## config.mk

```make
export PLATFORM = sky130hd
export DESIGN_NAME = sdram_burst_seq
export DESIGN_NICKNAME = d
export VERILOG_FILES = /design/src/rtl/sdram_burst_seq.sv
export SDC_FILE = /design/constraint.sdc
export NUM_CORES = 1
export LEC_CHECK = 0
export ABC_AREA = 1
export BUFFER_PORTS_ARGS = -buffer_cell sky130_fd_sc_hd__buf_2
export CAP_MARGIN = 0
export CORE_MARGIN = 4
export CORE_UTILIZATION = 40
export DETAILED_ROUTE_END_ITERATION = 7
export GPL_ROUTABILITY_DRIVEN = 0
export GPL_TIMING_DRIVEN = 0
export PLACE_DENSITY_LB_ADDON = 0.08
export SLEW_MARGIN = 20
export SYNTH_ARGS = -nofsm -noshare
export SYNTH_HDL_FRONTEND = slang
export SYNTH_SLANG_ARGS = --single-unit
```

## constraint.sdc

```tcl
create_clock -name clk0_2x -period 2.4 [get_ports clk0_2x]
set_input_delay 0.48 -clock clk0_2x [delete_from_list [all_inputs] [get_ports clk0_2x]]
set_output_delay 0.48 -clock clk0_2x [all_outputs]
set_load 0.005 [all_outputs]
```

## src/rtl/sdram_burst_seq.sv

```systemverilog
// SDRAM data-path burst sequencer: write bursts with a turnaround cycle,
// read bursts after CAS latency, single-request (no queuing) front end.
module sdram_burst_seq #(
    parameter int data_size = 32,
    parameter int burst_len = 4,
    parameter int cas_lat   = 2
) (
    input  logic                 clk0_2x,
    input  logic                 reset,
    input  logic                 start_wr,
    input  logic                 start_rd,
    input  logic [data_size-1:0] wr_data,
    input  logic [data_size-1:0] sdram_in,
    output logic                 wr_data_req,
    output logic                 oe,
    output logic [data_size-1:0] datain2,
    output logic [data_size-1:0] rd_data,
    output logic                 rd_valid,
    output logic                 busy,
    output logic                 done,
    output logic                 overrun
);

    typedef enum logic [2:0] {
        IDLE,
        WR_BURST,
        TURN,
        RD_WAIT,
        RD_BURST
    } state_t;

    localparam logic [2:0] BEAT_LAST = 3'(burst_len - 1);
    localparam logic [2:0] WAIT_LAST = 3'(cas_lat - 1);

    state_t               state_q, state_d;
    logic [2:0]           cnt_q, cnt_d;
    logic                 wr_req_q, wr_req_d;
    logic                 oe_q, oe_d;
    logic [data_size-1:0] dout_q, dout_d;
    logic [data_size-1:0] rd_q, rd_d;
    logic                 rv_q, rv_d;
    logic                 busy_q, busy_d;
    logic                 done_q, done_d;
    logic                 ovr_q, ovr_d;

    // Next-state and next-output logic; all outputs come straight from flops.
    // WR_BURST keeps one extra cycle after the last request (wr_req_q low)
    // so the final registered beat is still driven before TURN.
    always_comb begin
        state_d  = state_q;
        cnt_d    = cnt_q;
        wr_req_d = wr_req_q;
        oe_d     = 1'b0;
        dout_d   = '0;
        rd_d     = rd_q;
        rv_d     = 1'b0;
        busy_d   = busy_q;
        done_d   = 1'b0;
        ovr_d    = busy_q & (start_wr | start_rd);
        unique case (state_q)
            IDLE: begin
                if (start_wr) begin
                    state_d  = WR_BURST;
                    cnt_d    = 3'd0;
                    wr_req_d = 1'b1;
                    busy_d   = 1'b1;
                    ovr_d    = start_rd;
                end else if (start_rd) begin
                    state_d = RD_WAIT;
                    cnt_d   = 3'd0;
                    busy_d  = 1'b1;
                end
            end
            WR_BURST: begin
                if (wr_req_q) begin
                    oe_d   = 1'b1;
                    dout_d = wr_data;
                    if (cnt_q == BEAT_LAST) begin
                        wr_req_d = 1'b0;
                    end else begin
                        cnt_d = cnt_q + 3'd1;
                    end
                end else begin
                    state_d = TURN;
                    done_d  = 1'b1;
                end
            end
            TURN: begin
                state_d = IDLE;
                busy_d  = 1'b0;
            end
            RD_WAIT: begin
                if (cnt_q == WAIT_LAST) begin
                    state_d = RD_BURST;
                    cnt_d   = 3'd0;
                end else begin
                    cnt_d = cnt_q + 3'd1;
                end
            end
            RD_BURST: begin
                rd_d = sdram_in;
                rv_d = 1'b1;
                if (cnt_q == BEAT_LAST) begin
                    state_d = IDLE;
                    busy_d  = 1'b0;
                    done_d  = 1'b1;
                end else begin
                    cnt_d = cnt_q + 3'd1;
                end
            end
            default: begin
                state_d  = IDLE;
                wr_req_d = 1'b0;
                busy_d   = 1'b0;
            end
        endcase
    end

    // State and output registers; reset aborts any burst in progress.
    always_ff @(posedge clk0_2x or posedge reset) begin
        if (reset) begin
            state_q  <= IDLE;
            cnt_q    <= 3'd0;
            wr_req_q <= 1'b0;
            oe_q     <= 1'b0;
            dout_q   <= '0;
            rd_q     <= '0;
            rv_q     <= 1'b0;
            busy_q   <= 1'b0;
            done_q   <= 1'b0;
            ovr_q    <= 1'b0;
        end else begin
            state_q  <= state_d;
            cnt_q    <= cnt_d;
            wr_req_q <= wr_req_d;
            oe_q     <= oe_d;
            dout_q   <= dout_d;
            rd_q     <= rd_d;
            rv_q     <= rv_d;
            busy_q   <= busy_d;
            done_q   <= done_d;
            ovr_q    <= ovr_d;
        end
    end

    assign wr_data_req = wr_req_q;
    assign oe          = oe_q;
    assign datain2     = dout_q;
    assign rd_data     = rd_q;
    assign rd_valid    = rv_q;
    assign busy        = busy_q;
    assign done        = done_q;
    assign overrun     = ovr_q;

endmodule

```

==> metrics.md, run 1 <==
| Metric | Value |
|---|---|
| Post-CTS setup buffers | `0` |
| Dominant synthesized flop cell | `dfrtp_1` |
| Sw Ratio | `0.3758` |
| Worst Setup Start Kind | `flop` |
| Cts bufs inserted | `9` |
| Maximum vdd drop | `451.3 uV` |
| Int Power | `2.814 mW` |
| Combinational power share | `0.381` |
| Drt pass-1 iters | `4` |
| Clock skew after layout | `0.006503 ns` |
| Vias in the first global route | `2508` |
| Cell mode on critical path | `nand2_1` |
| Synth top area share | `0.6397` |
| Reg2Reg Setup Slack | `0.94 ns` |
| Register area share after synthesis | `0.6397` |
| # diodes | `0` |
| P_sw | `1.694 mW` |
| Synth cell types | `16` |
| Syn nets | `409` |
| Mapped Cells | `337` |
| # IOs | `138` |
| FMAX | `684.3 MHz` |
| Wire length per cell | `11.93 um` |
| Synth Register Bits | `76` |
| Final setup fails | `0` |
| Die area | `0.008876 mm2` |
| Detailed-route DRC error count | `0` |
| Clock power frac | `0.187` |
| Die Y | `94.21 um` |
| Fin Setup TNS | `0 ns` |
| Post-synth EDFFs | `0` |
| Crit-path max cell delay | `0.42 ns` |
| Worst skew pair latency | `0.34 ns` |
| GRT overflow | `0` |
| Routed Antenna Nets | `0` |
| Period utilisation layout | `0.6089` |
| Final core utilization | `0.5508` |
| RSZ-0062 raised after global routing | `no` |
| Synth top area cells | `dfrtp_1, nand2_1, nor2_1, nand3_1, inv_1` |
| Syn-to-layout area delta | `34.39%` |
| Final Net Count | `559` |
| Final hold violations | `0` |
| Initial Util | `0.4099` |
| Maxcap violations | `0` |
| GRT Total Usage | `0.1675` |
| Reg2reg start | `state_q[2]` |
| Slew at the pin closest to its max-slew limit | `0.5355 ns` |
| DR vias/cell | `4.415` |
| Reg2reg end | `state_q[2]` |
| Hold-fix buffers, CTS | `0` |
| First-pass GRT wire length | `11.45 mm` |
| Seq pwr share | `0.432` |
| Post-route design area | `0.003995 mm2` |
| Arrival @ worst endpoint | `1.69 ns` |
| Synth Warn # | `0` |
| Crit-path slowest cell | `dfrtp_1` |
| Total number of vias | `2609` |
| Async S/R FF share, synth | `1.000` |
| Fraction of layout cells with a size suffix above 1 | `0.3374` |
| Top post-synthesis cells by count | `nand2_1, dfrtp_1, nor2_1` |
| Filler cell count | `713` |
| Post-CTS resize count | `0` |
| Hold Path Class | `in2async` |
| Row Count | `31` |
| CP Cell Sequence | `inv_2, nand2_1, nor2_1, nand2_1, nand2_1, nor2_1, nand2_1, nand2_1` |
| Worst-case reg-to-reg path depth | `8` |
| Synth area leader | `dfrtp_1` |
| Hpwl dp | `5.324 mm` |
| DR iter-0 viols | `64` |
| Die width | `94.21 um` |
| CTS Sinks | `76` |
| Status | `finished clean` |
| Clk pin slew, worst setup/hold paths | `0.08 ns` |
| Final critical-path required period | `1.461 ns` |
| Crit path kind | `reg2reg` |
| Total wire length | `7.053 mm` |
| Leak Pwr | `2.367 nW` |
| Placed Area | `0.003826 mm2` |
| Port bufs | `137` |
| Overall Power | `4.508 mW` |
| Count of final max-slew check failures | `0` |
| Mapped cell area | `0.002973 mm2` |
| Most frequent cell after synthesis | `nand2_1` |
| CTS tree | `built` |
| Slew headroom | `0.6423` |
| Mapped Avg Cell Area | `8.822 um2` |
| WP data required | `2.63 ns` |
| Crit Path Max Fanout | `6` |
| Clock root cell | `clkbuf_8` |
| PD cells | `1128 mW/mm2` |
| Initial antenna violation count | `0` |
| Largest net degree at the start of global routing | `30` |
| Clock Tree Buf Depth | `2` |
| Crit. End Element | `flop` |
| CORE AREA | `0.007253 mm2` |
| WHS | `0.1851 ns` |
| H-tree Lvls | `3` |
logic make-up (layout without fill, tap and decap cells):
family          Yosys count  count (layout)  share of synthesized area
buf+inv                  29             184                    0.03956
simple gates            218             218                     0.2858
compound gates           10              10                    0.01810
flops                    76              76                     0.6397
fa+ha+maj                 4               4                    0.01684
layout make-up:
type,instances,area (um2),share of cell area
Buffer,13,57.56,0.01441
Clock buffer,11,131.4,0.03288
Clock inverter,5,37.54,0.009396
Inverter,16,63.81,0.01597
Multi-Input combinational cell,232,953.4,0.2386
Sequential cell,76,1902,0.4760
Tap cell,99,123.9,0.03101
Timing Repair Buffer,139,725.7,0.1816
worst max path at each step:
stage	from	to
after global routing	state_q[2]	state_q[2]
after floorplan	reset	busy
final	state_q[2]	state_q[2]
after CTS	state_q[2]	state_q[2]
after global placement	reset	datain2[8]
after detailed placement	state_q[2]	state_q[2]
routing by layer:
metal	up-vias	routed length (um)	GRT usage
met5	-	0	0
met4	0	55	0.06498
met3	4	553	0.05609
met2	78	3564	0.2855
met1	1202	2879	0.1940
li1	1325	-	-
sequential cells by signal (all words and copies together), names as in the netlist:
name	count
busy	1
cnt_q	3
datain2	32
done	1
oe	1
overrun	1
rd_data	32
rd_valid	1
state_q	3
wr_data_req	1
metrics by stage:
| step | setup WS (ns) | instances |
|---|---|---|
| floorplan | 1.066 | 337 |
| CTS | 0.9330 | 591 |
| finish | 0.9387 | 591 |
| global placement | 0.5151 | 573 |
| detailed placement | 0.9484 | 575 |
| global route | 0.8201 | 591 |
worst max-delay path: cells and delay by family (launching register included):
kind | cells | cell delay (ns)
buf+inv | 1 | 0.13
flops | 1 | 0.42
simple gates | 7 | 0.80
power groups by stage:
stage	Sequential, mW	Combinational [mW]	Clock [mW]
final	1.95	1.72	0.843
after global routing	2.00	2.00	0.936
after CTS	1.95	1.76	0.873
after detailed placement	1.98	1.75	0
after global placement	1.96	1.71	0
after floorplan	2.03	0.939	0
cells in the final DEF (no fill, tap or decap):
cell        count
inv_2           2
a21oi_1         5
inv_1          13
clkinv_4        1
nand2_2         1
clkbuf_8        9
clkbuf_1        8
buf_2         144
nand2_1       163
nand3_2         1
nor2_4          1
o21ai_0         3
nand3_1        12
o22ai_1         1
o211ai_1        1
clkinv_2        1
ha_1            4
clkinvlp_4      3
inv_6           1
nor2_1         40
buf_12          2
dfrtp_1        76
Note: power is estimated with default switching activity, not from simulation.
==> run 2, diff against run 1 <==
--- a/config.mk
+++ b/config.mk
@@ -5,7 +5,7 @@
 export SDC_FILE = /design/constraint.sdc
 export NUM_CORES = 1
 export LEC_CHECK = 0
-export ABC_AREA = 1
+export ABC_AREA = 0
 export BUFFER_PORTS_ARGS = -buffer_cell sky130_fd_sc_hd__buf_2
 export CAP_MARGIN = 0
 export CORE_MARGIN = 4
==> constraint.sdc (replaced) <==
create_clock -name clk0_2x -period 1.4 [get_ports clk0_2x]
set_input_delay 0.28 -clock clk0_2x [delete_from_list [all_inputs] [get_ports clk0_2x]]
set_output_delay 0.28 -clock clk0_2x [all_outputs]
set_load 0.005 [all_outputs]
==> run 2 against run 1 <==
  * The flow now finishes with violations (setup timing)
  * Non-clock buffer count grew 15
  * Area after synthesis fell by 1.9%
  * Count of clock-buffer cells in the layout decreased by 1
  * Wire length up 0.85%
  * Critical endpoint is now cnt_q[0]
  * Highest routed layer unchanged
  * Power grew 98%
  * Critical path depth decreased by 2
  * Critical path type unchanged
==> metrics.md, run 2 <==
| Metric | Value |
|---|---|
| Routed Antenna Nets | `0` |
| Clock root cell | `clkbuf_8` |
| Top post-synthesis cells by count | `dfrtp_1, and2_1, mux2_2` |
| WL met2 | `3.480 mm` |
| # IOs | `138` |
| WHS | `0.01402 ns` |
| Period utilisation layout | `1.190` |
| Final hold violations | `0` |
| Port bufs | `137` |
| # diodes | `0` |
| Largest net degree at the start of global routing | `29` |
| Total number of vias | `2131` |
| Initial antenna violation count | `0` |
| Synth area leader | `dfrtp_1` |
| Crit-path max cell delay | `0.42 ns` |
| Violated checks | `setup timing` |
| Row Count | `30` |
| CTS Sinks | `76` |
| Vias in the first global route | `2107` |
| Syn nets | `273` |
| Crit. End Element | `flop` |
| Fraction of layout cells with a size suffix above 1 | `0.6480` |
| CORE AREA | `0.006944 mm2` |
| Count of final max-slew check failures | `0` |
| GRT Total Usage | `0.1589` |
| Post-synth EDFFs | `0` |
| Syn-to-layout area delta | `51.91%` |
| WP data required | `1.62 ns` |
| H-tree Lvls | `3` |
| Register area share after synthesis | `0.6521` |
| Drt pass-1 iters | `4` |
| Cts bufs inserted | `9` |
| Crit Path Max Fanout | `4` |
| Maximum vdd drop | `885.5 uV` |
| Placed Area | `0.003901 mm2` |
| Hpwl dp | `4.854 mm` |
| Pre-CTS setup slack | `-0.2931 ns` |
| Most frequent cells in the layout | `buf_2, dfrtp_1, mux2_4, and2_1, buf_6` |
| Synth top area share | `0.6521` |
| Die Y | `93.39 um` |
| Clock skew after layout | `0.008814 ns` |
| Final setup margin | `-0.2657 ns` |
| Mapped Avg Cell Area | `14.51 um2` |
| CTS tree | `built` |
| Top Layer Used | `met4` |
| M1 WL | `3.124 mm` |
| RSZ-0062 raised after global routing | `yes` |
| Synth Warn # | `0` |
| FMAX | `600.3 MHz` |
| Mapped cell area | `0.002917 mm2` |
| Worst skew pair latency | `0.34 ns` |
| Async S/R FF share, synth | `1.000` |
| CP Cell Sequence | `ha_4, ha_4, nand2b_4, a22oi_2, o22a_2, mux2_4` |
| Die area | `0.008722 mm2` |
| Final Net Count | `442` |
| Total wire length | `7.113 mm` |
| Status | `finished, violations left` |
| Initial Util | `0.4200` |
| Clk pin slew, worst setup/hold paths | `0.08 ns` |
| Leak Pwr | `2.370 nW` |
| Hold Path Class | `in2async` |
| Synth cell types | `31` |
| Dominant synthesized flop cell | `dfrtp_1` |
| Delay-heaviest family, CP | `flip-flops` |
| Final setup fails | `31` |
| Worst Setup Start Kind | `flop` |
| WL met3 | `397 um` |
| DR iter-0 viols | `78` |
| Synth Register Bits | `76` |
| Slew headroom | `0.5793` |
| First-pass GRT wire length | `10.71 mm` |
| Final critical-path required period | `1.666 ns` |
| Most frequent cell after synthesis | `dfrtp_1` |
| Wire length per cell | `15.10 um` |
| GRT overflow | `0` |
| Cell mode on critical path | `ha_4` |
| Mapped Cells | `201` |
| Slew at the pin closest to its max-slew limit | `0.6297 ns` |
| Die width | `93.39 um` |
| Overall Power | `8.942 mW` |
| PD cells | `2018 mW/mm2` |
| Arrival @ worst endpoint | `1.89 ns` |
| Crit-path slowest cell | `dfrtp_1` |
| CP Buf/Inv Count | `0` |
| Maxcap violations | `0` |
| Commonest non-fill, non-tap cell in the layout | `buf_2` |
| Detailed-route DRC error count | `0` |
| Clock Tree Buf Depth | `2` |
| Post-route design area | `0.004431 mm2` |
| Crit path kind | `reg2reg` |
| Synth top area cells | `dfrtp_1, mux2_2, and2_1, ha_1, buf_6` |
| DR vias/cell | `4.524` |
-- run 2: cell count changes after synthesis, sizes merged, moves of 4 or more --
cell    previous run  this run
nor2              41         7
mux2               0        36
clkbuf             6         2
nand2            164         3
and2               0        32
inv               16         6
nand3             13         0
-- run 2: final timing paths --
check / startpoint / end / slack (ns) / depth (start not counted)
setup reg to reg: cnt_q[0] / cnt_q[0] / -0.27 / 6
hold / removal: reset / rd_data[19] / 0.01 / 2
hold reg to reg: rd_data[19] / rd_data[19] / 0.51 / 1
setup / recovery: cnt_q[0] / cnt_q[0] / -0.27 / 6
max in group asynchronous: reset / state_q[0] / 0.65 / 4
min in group clk0_2x: wr_data[1] / datain2[1] / 0.14 / 2
-- run 2: area by class of cell --
type / count / area, um2
inverter: 6 / 31.28
multi-input combinational: 110 / 1126
fill: 546 / 2514
tap: 96 / 120.1
sequential: 76 / 1904
clock buffer: 10 / 137.6
clock inverter: 6 / 38.79
buffer: 9 / 123.9
timing repair buffer: 158 / 948.4
-- run 2: logic make-up (layout without fill, tap and decap cells) --
| group | Yosys count | in the layout | synth area share |
|---|---|---|---|
| compound gates | 19 | 19 | 0.04290 |
| fa+ha+maj | 4 | 4 | 0.01716 |
| buf+inv | 15 | 189 | 0.03346 |
| flops | 76 | 76 | 0.6521 |
| mux | 36 | 36 | 0.1429 |
| simple gates | 51 | 51 | 0.1115 |
-- run 2: worst register-to-register path: cells and delay by family (launching register included) --
kind | cells | cell delay, ns
DFF | 1 | 0.42
adders and majority gates | 2 | 0.36
AOI/OAI and AO/OA | 2 | 0.34
muxes | 1 | 0.31
and+or+nand+nor | 1 | 0.13
-- run 2: what timing repair did --
action                                  4_1_cts  5_1_grt
resized for setup                            13       39
pin swaps                                     3       14
hold buffers                                  0        0
endpoints found under the hold margin         0        0
gates cloned                                  0        5
endpoints found under the setup margin       67       69
setup buffers                                 9        5
-- run 2: per-stage QoR --
stage               cells  utilization  setup TNS (ns)
floorplan             201            -          -1.864
global placement      434       0.5550          -30.39
detailed placement    436       0.5618          -11.44
CTS                   461       0.6052          -3.977
global route          471       0.6380          -4.582
finish                471       0.6380          -1.605
-- run 2: power breakdown --
group	total (mW)	internal [mW]	switching, mW	leakage, nW
clock	1.50	0.688	0.809	0.0885
sequential	3.49	3.06	0.428	0.985
combinational	3.95	2.41	1.54	1.30
-- run 2: metal layers --
metal	vias up	global-route usage
li1	1013	-
met1	1026	0.2060
met5	-	0
met4	0	0.06960
met2	82	0.2543
met3	10	0.03620
